File: src/rtl/doppler_if_freq_meter_if.sv
// doppler_if_freq_meter_if: IF input, setpoint and measurement signals of the IF frequency meter
interface doppler_if_freq_meter_if #(
    parameter int IFCNT_W = 12
);
    logic               ifin;
    logic [IFCNT_W-1:0] dopset;
    logic               scan_tick;
    logic               track_tick;
    logic               ifedge;
    logic [IFCNT_W-1:0] ifcnt;
    logic [IFCNT_W-1:0] iffreq;
    logic               ifcomp;

    modport master (
        output ifin, dopset,
        input  scan_tick, track_tick, ifedge, ifcnt, iffreq, ifcomp
    );

    modport slave (
        input  ifin, dopset,
        output scan_tick, track_tick, ifedge, ifcnt, iffreq, ifcomp
    );
endinterface

File: src/rtl/doppler_if_freq_meter.sv
// doppler_if_freq_meter: gated IF edge counter with scan/track timebase and Doppler setpoint comparator
module doppler_if_freq_meter #(
    parameter int SCAN_DIV  = 122760,
    parameter int TRACK_DIV = 8,
    parameter int IFCNT_W   = 12
) (
    input logic                    clk,
    input logic                    rst,
    doppler_if_freq_meter_if.slave bus
);
    localparam int SW = (SCAN_DIV > 1) ? $clog2(SCAN_DIV) : 1;
    localparam int TW = (TRACK_DIV > 1) ? $clog2(TRACK_DIV) : 1;
    localparam logic [SW-1:0] SCAN_LAST  = SW'(SCAN_DIV - 1);
    localparam logic [TW-1:0] TRACK_LAST = TW'(TRACK_DIV - 1);

    logic [SW-1:0]      scan_cnt;
    logic [TW-1:0]      track_cnt;
    logic               s1, s2, s3;
    logic [IFCNT_W-1:0] ifcnt;
    logic [IFCNT_W-1:0] iffreq;
    logic               ifcomp;
    logic               scan_tick;
    logic               track_tick;
    logic               ifedge;

    assign scan_tick  = scan_cnt == SCAN_LAST;
    assign track_tick = scan_tick && track_cnt == TRACK_LAST;
    assign ifedge     = s2 && !s3;

    assign bus.scan_tick  = scan_tick;
    assign bus.track_tick = track_tick;
    assign bus.ifedge     = ifedge;
    assign bus.ifcnt      = ifcnt;
    assign bus.iffreq     = iffreq;
    assign bus.ifcomp     = ifcomp;

    // free-running scan-rate prescaler
    always_ff @(posedge clk) begin
        if (!rst)
            scan_cnt <= '0;
        else
            scan_cnt <= scan_tick ? '0 : scan_cnt + 1'b1;
    end

    // track-rate divider, advanced once per scan tick
    always_ff @(posedge clk) begin
        if (!rst)
            track_cnt <= '0;
        else if (scan_tick)
            track_cnt <= (track_cnt == TRACK_LAST) ? '0 : track_cnt + 1'b1;
    end

    // two-flop synchronizer for the async IF input plus a delay flop for rising-edge detection
    always_ff @(posedge clk) begin
        if (!rst)
            {s1, s2, s3} <= 3'b000;
        else
            {s1, s2, s3} <= {bus.ifin, s1, s2};
    end

    // window edge counter; an edge coincident with the gate opens the new window at 1
    always_ff @(posedge clk) begin
        if (!rst)
            ifcnt <= '0;
        else if (track_tick)
            ifcnt <= IFCNT_W'(ifedge);
        else if (ifedge)
            ifcnt <= ifcnt + 1'b1;
    end

    // latch the completed window count and compare it with the setpoint at each gate
    always_ff @(posedge clk) begin
        if (!rst) begin
            iffreq <= '0;
            ifcomp <= 1'b1;
        end else if (track_tick) begin
            iffreq <= ifcnt;
            ifcomp <= !(ifcnt > bus.dopset);
        end
    end
endmodule

File: src/flat_wrapper.sv
// flat-port wrapper written by rule: the top's interface ports become plain ports
module doppler_if_freq_meter_flat 
#(
    parameter int SCAN_DIV  = 122760,
    parameter int TRACK_DIV = 8,
    parameter int IFCNT_W   = 12
)
  (clk, rst, bus_ifin, bus_dopset, bus_scan_tick, bus_track_tick, bus_ifedge, bus_ifcnt, bus_iffreq, bus_ifcomp);
  doppler_if_freq_meter_if #(.IFCNT_W(IFCNT_W)) bus_i ();
  input logic clk;
  input logic rst;
  input wire logic [$bits(bus_i.ifin)-1:0] bus_ifin;
  input wire logic [$bits(bus_i.dopset)-1:0] bus_dopset;
  output wire logic [$bits(bus_i.scan_tick)-1:0] bus_scan_tick;
  output wire logic [$bits(bus_i.track_tick)-1:0] bus_track_tick;
  output wire logic [$bits(bus_i.ifedge)-1:0] bus_ifedge;
  output wire logic [$bits(bus_i.ifcnt)-1:0] bus_ifcnt;
  output wire logic [$bits(bus_i.iffreq)-1:0] bus_iffreq;
  output wire logic [$bits(bus_i.ifcomp)-1:0] bus_ifcomp;
  assign bus_i.ifin = bus_ifin;
  assign bus_i.dopset = bus_dopset;
  assign bus_scan_tick = bus_i.scan_tick;
  assign bus_track_tick = bus_i.track_tick;
  assign bus_ifedge = bus_i.ifedge;
  assign bus_ifcnt = bus_i.ifcnt;
  assign bus_iffreq = bus_i.iffreq;
  assign bus_ifcomp = bus_i.ifcomp;
  doppler_if_freq_meter #(.SCAN_DIV(SCAN_DIV), .TRACK_DIV(TRACK_DIV), .IFCNT_W(IFCNT_W)) u_core (.clk(clk), .rst(rst), .bus(bus_i));
endmodule
File: config.mk
export PLATFORM = sky130hd
export DESIGN_NAME = doppler_if_freq_meter_flat
export DESIGN_NICKNAME = d
export VERILOG_FILES = /design/src/rtl/doppler_if_freq_meter_if.sv /design/src/rtl/doppler_if_freq_meter.sv /design/src/flat_wrapper.sv
export SDC_FILE = /design/constraint.sdc
export NUM_CORES = 1
export LEC_CHECK = 0
export BUFFER_PORTS_ARGS = -buffer_cell sky130_fd_sc_hd__buf_2
export CAP_MARGIN = 20
export CORE_UTILIZATION = 35
export CTS_BUF_LIST = sky130_fd_sc_hd__clkbuf_8
export CTS_CLUSTER_SIZE = 20
export DETAILED_ROUTE_END_ITERATION = 8
export MAX_ROUTING_LAYER = met4
export PLACE_DENSITY = 0.58
export SYNTH_ARGS = -nofsm -noshare
export SYNTH_HDL_FRONTEND = slang
export SYNTH_SLANG_ARGS = --single-unit
File: constraint.sdc
create_clock -name clk -period 3.66 [get_ports clk]
set_clock_uncertainty 0.2 [all_clocks]
set_input_delay 0.732 -clock clk [delete_from_list [all_inputs] [get_ports clk]]
set_output_delay 0.732 -clock clk [all_outputs]
set_load 0.01 [all_outputs]
---- Word-level counts from Yosys, hierarchy flattened ----
Index checks and enable logic that the tools add are counted.
cells by class
  add/sub/neg operators ................... 3
  order comparisons ....................... 1
  equal/unequal tests ..................... 2
  muxes and demuxes ....................... 3
  bitwise logic cells ..................... 1
  reduce and logical (&&, ||, !) cells .... 7
operators by type and width
  cell                     count
  $add A17 B1 Y17 const B  1
  $eq A17 B17 Y1 const B   1
  $add A12 B1 Y12 const B  1
  $gt A12 B12 Y1           1
  $reduce_or A2 Y1         2
  $add A3 B1 Y3 const B    1
  $eq A3 B3 Y1 const B     1
  $mux W3                  1
  $logic_and A1 B1 Y1      2
  $logic_not A1 Y1         2
  $mux W1                  2
  $reduce_bool A2 Y1       1
  $not A1 Y1               1
storage, ports and cells
  flip-flop bits (word level) ............. 48
  input bits .............................. 15
  output and inout bits ................... 28
  logic and storage cells ................. 26

---- Depth between registers and ports, before layout ----
  word-level depth ........................ 4
  depth in mapped cells ................... 7
  gate-level depth less buffers ........... 7

---- Least setup slack after synthesis ----
Ideal clock, no wire load.
  kind .................................... flip-flop to output port
  start point ............................. reg u_core.scan_cnt[13]
  end point ............................... out bus_track_tick
  arrival time ............................ 1.297 ns
  required time ........................... 2.728 ns
  path slack .............................. 1.431 ns
  cell stages (with the launch flop) ...... 4
  buffers on the path ..................... 0
  cells stage by stage .................... dfxtp_1 or4b_1 nor2_1 and2_1
on the way
  cells in the longest elaborated chain, start to end .. 2
RTL lines
  element                   line                         text
  start: declaration        doppler_if_freq_meter.sv:16  logic [SW-1:0] scan_cnt;
  start signal: assignment  doppler_if_freq_meter.sv:42  scan_cnt <= scan_tick ? '0 : scan_cnt + 1'b1;
  $eq A17 B17 Y1            doppler_if_freq_meter.sv:26  assign scan_tick = scan_cnt == SCAN_LAST;
  net bus_scan_tick         flat_wrapper.sv:14           output wire logic [$bits(bus_i.scan_tick)-1:0] bus_scan_tick;
  $logic_and A1 B1 Y1       doppler_if_freq_meter.sv:27  assign track_tick = scan_tick && track_cnt == TRACK_LAST;
  end: declaration          flat_wrapper.sv:15           output wire logic [$bits(bus_i.track_tick)-1:0] bus_track_tick;
The timed path passes the listed nets, and every way through them passes these cells.

---- Worst setup path after layout ----
  start point ............................. reg u_core.scan_cnt[0]
  end point ............................... out bus_track_tick
on the way
  cells in the longest elaborated chain, start to end .. 2
RTL lines
  element              line
  $eq A17 B17 Y1       doppler_if_freq_meter.sv:26
  $logic_and A1 B1 Y1  doppler_if_freq_meter.sv:27
No other way between the ends.

==> results.txt <==
final net count - 310
Core Area - 6061 um^2
die width - 82.26 um
vias in the first global route - 1,537
worst hold path class - flip-flop to flip-flop
first-pass GRT wire length - 7189 um
clk slew on worst S/H paths - 0.09 ns
highest net fanout along the worst path - 4
diode count - 0
Net Count, Synth - 269
utilization after layout - 43.19%
Synth top area share - 42.62%
adder-cell share of the synthesized area - 8.879%
status - completed
Power Density - 397.1 nW/um^2
layout cell share with drive strength beyond 1 - 23.93%
TNS Setup - 0 ns
synth-to-layout area growth - 16.09%
Slowest-stage cell, CP - dfxtp_1
RSZ-0062 raised after global routing - no
wire length per cell - 12.52 um
row count - 28
post-synthesis mux area share - 1.332%
# Post-CTS Setup Buffers - 0
total grt overflow - 0
I/O Buffers - 42
fin. max-slew vios - 0
leakage power - 0.001147 uW
CTS Buf Count - 5
top post-synthesis cells by area - dfxtp_1, ha_1, nor2_1
final WL - 4446 um
final hold vios - 0
Compound-Gate Fraction of Synth Area - 10.93%
later-pin clock latency in the skew report - 0.31 ns
Filler cells - 625
WHS - 0.2478 ns
MaxCap Viol Count - 0
Total GRT Usage - 14.98%
hold_buf cts - 0
I/O pins - 43
relative slew slack - 53.40%
Final period util - 70.88%
Die ar. - 6767 um^2
Max Clk Rate - 385.5 MHz
Detailed Place HPWL - 3235 um
crit path kind - flip-flop to primary output
Clock Sinks - 48
simple-gate share of the synthesized area - 20.75%
critical path data required time - 2.73 ns
syn_area_per_cell - 9.473 um^2
endpoints failing setup - 0
CP peak stage delay - 0.38 ns
Yosys top cell by area - dfxtp_1
gpl congestion - 0.7588
largest family of logic cells by synthesized area - simple AND/OR/NAND/NOR gates
worst slew pin tran - 0.6989 ns
fin cells - 355
CTS tree - done
most frequent cells in the layout - dfxtp_1, buf_2, nor2_1
register bit total from synthesis - 48
Cells after Synth - 238
placed cells - 347
Antenna Violating Nets Remaining - 0
sequential-to-total area share from yosys stat - 42.62%
Vias - 1,745
crit path time final - 2.594 ns
Initial Util - 37.20%
Unique masters post-synth - 39
CTS resizes - 0
CTS Root Cell - clkbuf_8
CP startpoint kind - flip-flop
clock tree buffer depth - 2
mapped cell area - 2255 um^2
# DRC - 0
largest net degree at the start of global routing - 18
H-tree levels - 2
Via density - 4.915
most common cell after layout, fill and taps aside - dfxtp_1
First DRT Iteration DRCs - 50
Max VDD drop - 0.2523 mV
initial antenna violation count - 0
crit-path cells - ha_1, and4bb_2, nand3_1, nor2_1, and2_1, buf_2
Die H - 82.26 um
synth warn - 0
Arr. time, crit path - 1.66 ns
CP endpoint kind - primary output
DRT Pass-1 Iters - 4
post-synthesis xor/xnor area fraction - 9.323%
registers in the layout (all words and copies together), names as in the netlist:
register           cells
u_core.track_cnt       3
u_core.bus.ifcomp      1
u_core.bus.ifcnt      12
u_core.s1              1
u_core.s2              1
u_core.s3              1
u_core.bus.iffreq     12
u_core.scan_cnt       17
logic make-up after synthesis:
| kind of cell | Yosys count |
|---|---|
| AO/OA/AOI/OAI | 31 |
| buffers and inverters | 24 |
| flip-flops | 48 |
| AND/OR/NAND/NOR | 92 |
| XOR/XNOR | 24 |
| multiplexers | 3 |
| adder cells (fa/ha/maj) | 16 |
Yosys cell counts:
cell type	instances
nand2_1	14
a21boi_4	1
o21ai_2	1
and4_1	3
buf_2	1
a22o_1	2
dfxtp_1	48
nand4_1	8
a21oi_1	7
a21bo_2	1
or3_1	3
o211ai_1	1
xor2_1	13
or4b_1	1
nor3b_1	1
inv_1	16
and2_1	4
and3_4	1
nor3_1	3
buf_4	1
and3_1	1
a22o_2	10
and4_2	1
or4_1	1
nand3_1	10
a21oi_2	1
mux2i_1	3
ha_1	16
a211oi_1	1
a31oi_1	1
nor2b_1	4
and4bb_2	1
nor2_1	35
xnor2_1	11
o22ai_1	1
clkdlybuf4s15_1	1
nor4b_1	1
o21ai_0	4
buf_6	5
through the flow:
stage	area, um^2	setup WS (ns)	total power (uW)
floorplan	2255	1.431	573.2
finish	2618	1.066	1039
detailed placement	2480	1.390	586.2
global route	2618	0.9161	1082
global placement	2480	1.443	585.3
CTS	2618	1.051	1056
path summary, 6_finish.rpt:
kind,startpoint,cells after the start,slack [ns],end
hold reg to reg,u_core.s1,1,0.25,u_core.s2
hold / removal,u_core.s1,1,0.25,u_core.s2
setup / recovery,u_core.scan_cnt[0],6,1.07,bus_track_tick
setup reg to reg,u_core.scan_cnt[0],6,1.49,u_core.bus.ifcomp
critical path: cells and delay by family, from the launching register on:
kind | cells | cell delay (ns)
adder cells (fa/ha/maj) | 1 | 0.21
AND/OR/NAND/NOR | 4 | 0.64
buffers and inverters | 1 | 0.12
flip-flops | 1 | 0.38
report_power, final:
group | switching, uW | internal [uW] | leakage (uW) | total, uW
clock | 191 | 275 | 0.0000687 | 466
combinational | 23.6 | 18.4 | 0.000690 | 42.0
sequential | 4.29 | 527 | 0.000388 | 531
layer usage:
layer	up-vias	track usage, %	part of all wire [%]
li1	900	-	-
met4	0	7.895	1.9
met1	805	18.59	48
met5	-	-	0
met2	35	21.82	45
met3	5	4.396	4.8
area by class of cell:
class	instances	area [um^2]	area share (%)
Multi-Input combinational cell	166	1155	44.12
Sequential cell	48	960.9	36.71
Inverter	16	60.06	2.294
Tap cell	75	93.84	3.585
Clock buffer	5	68.82	2.629
Timing Repair Buffer	42	210.2	8.031
Clock inverter	3	68.82	2.629
(Power assumes the default switching activity.)
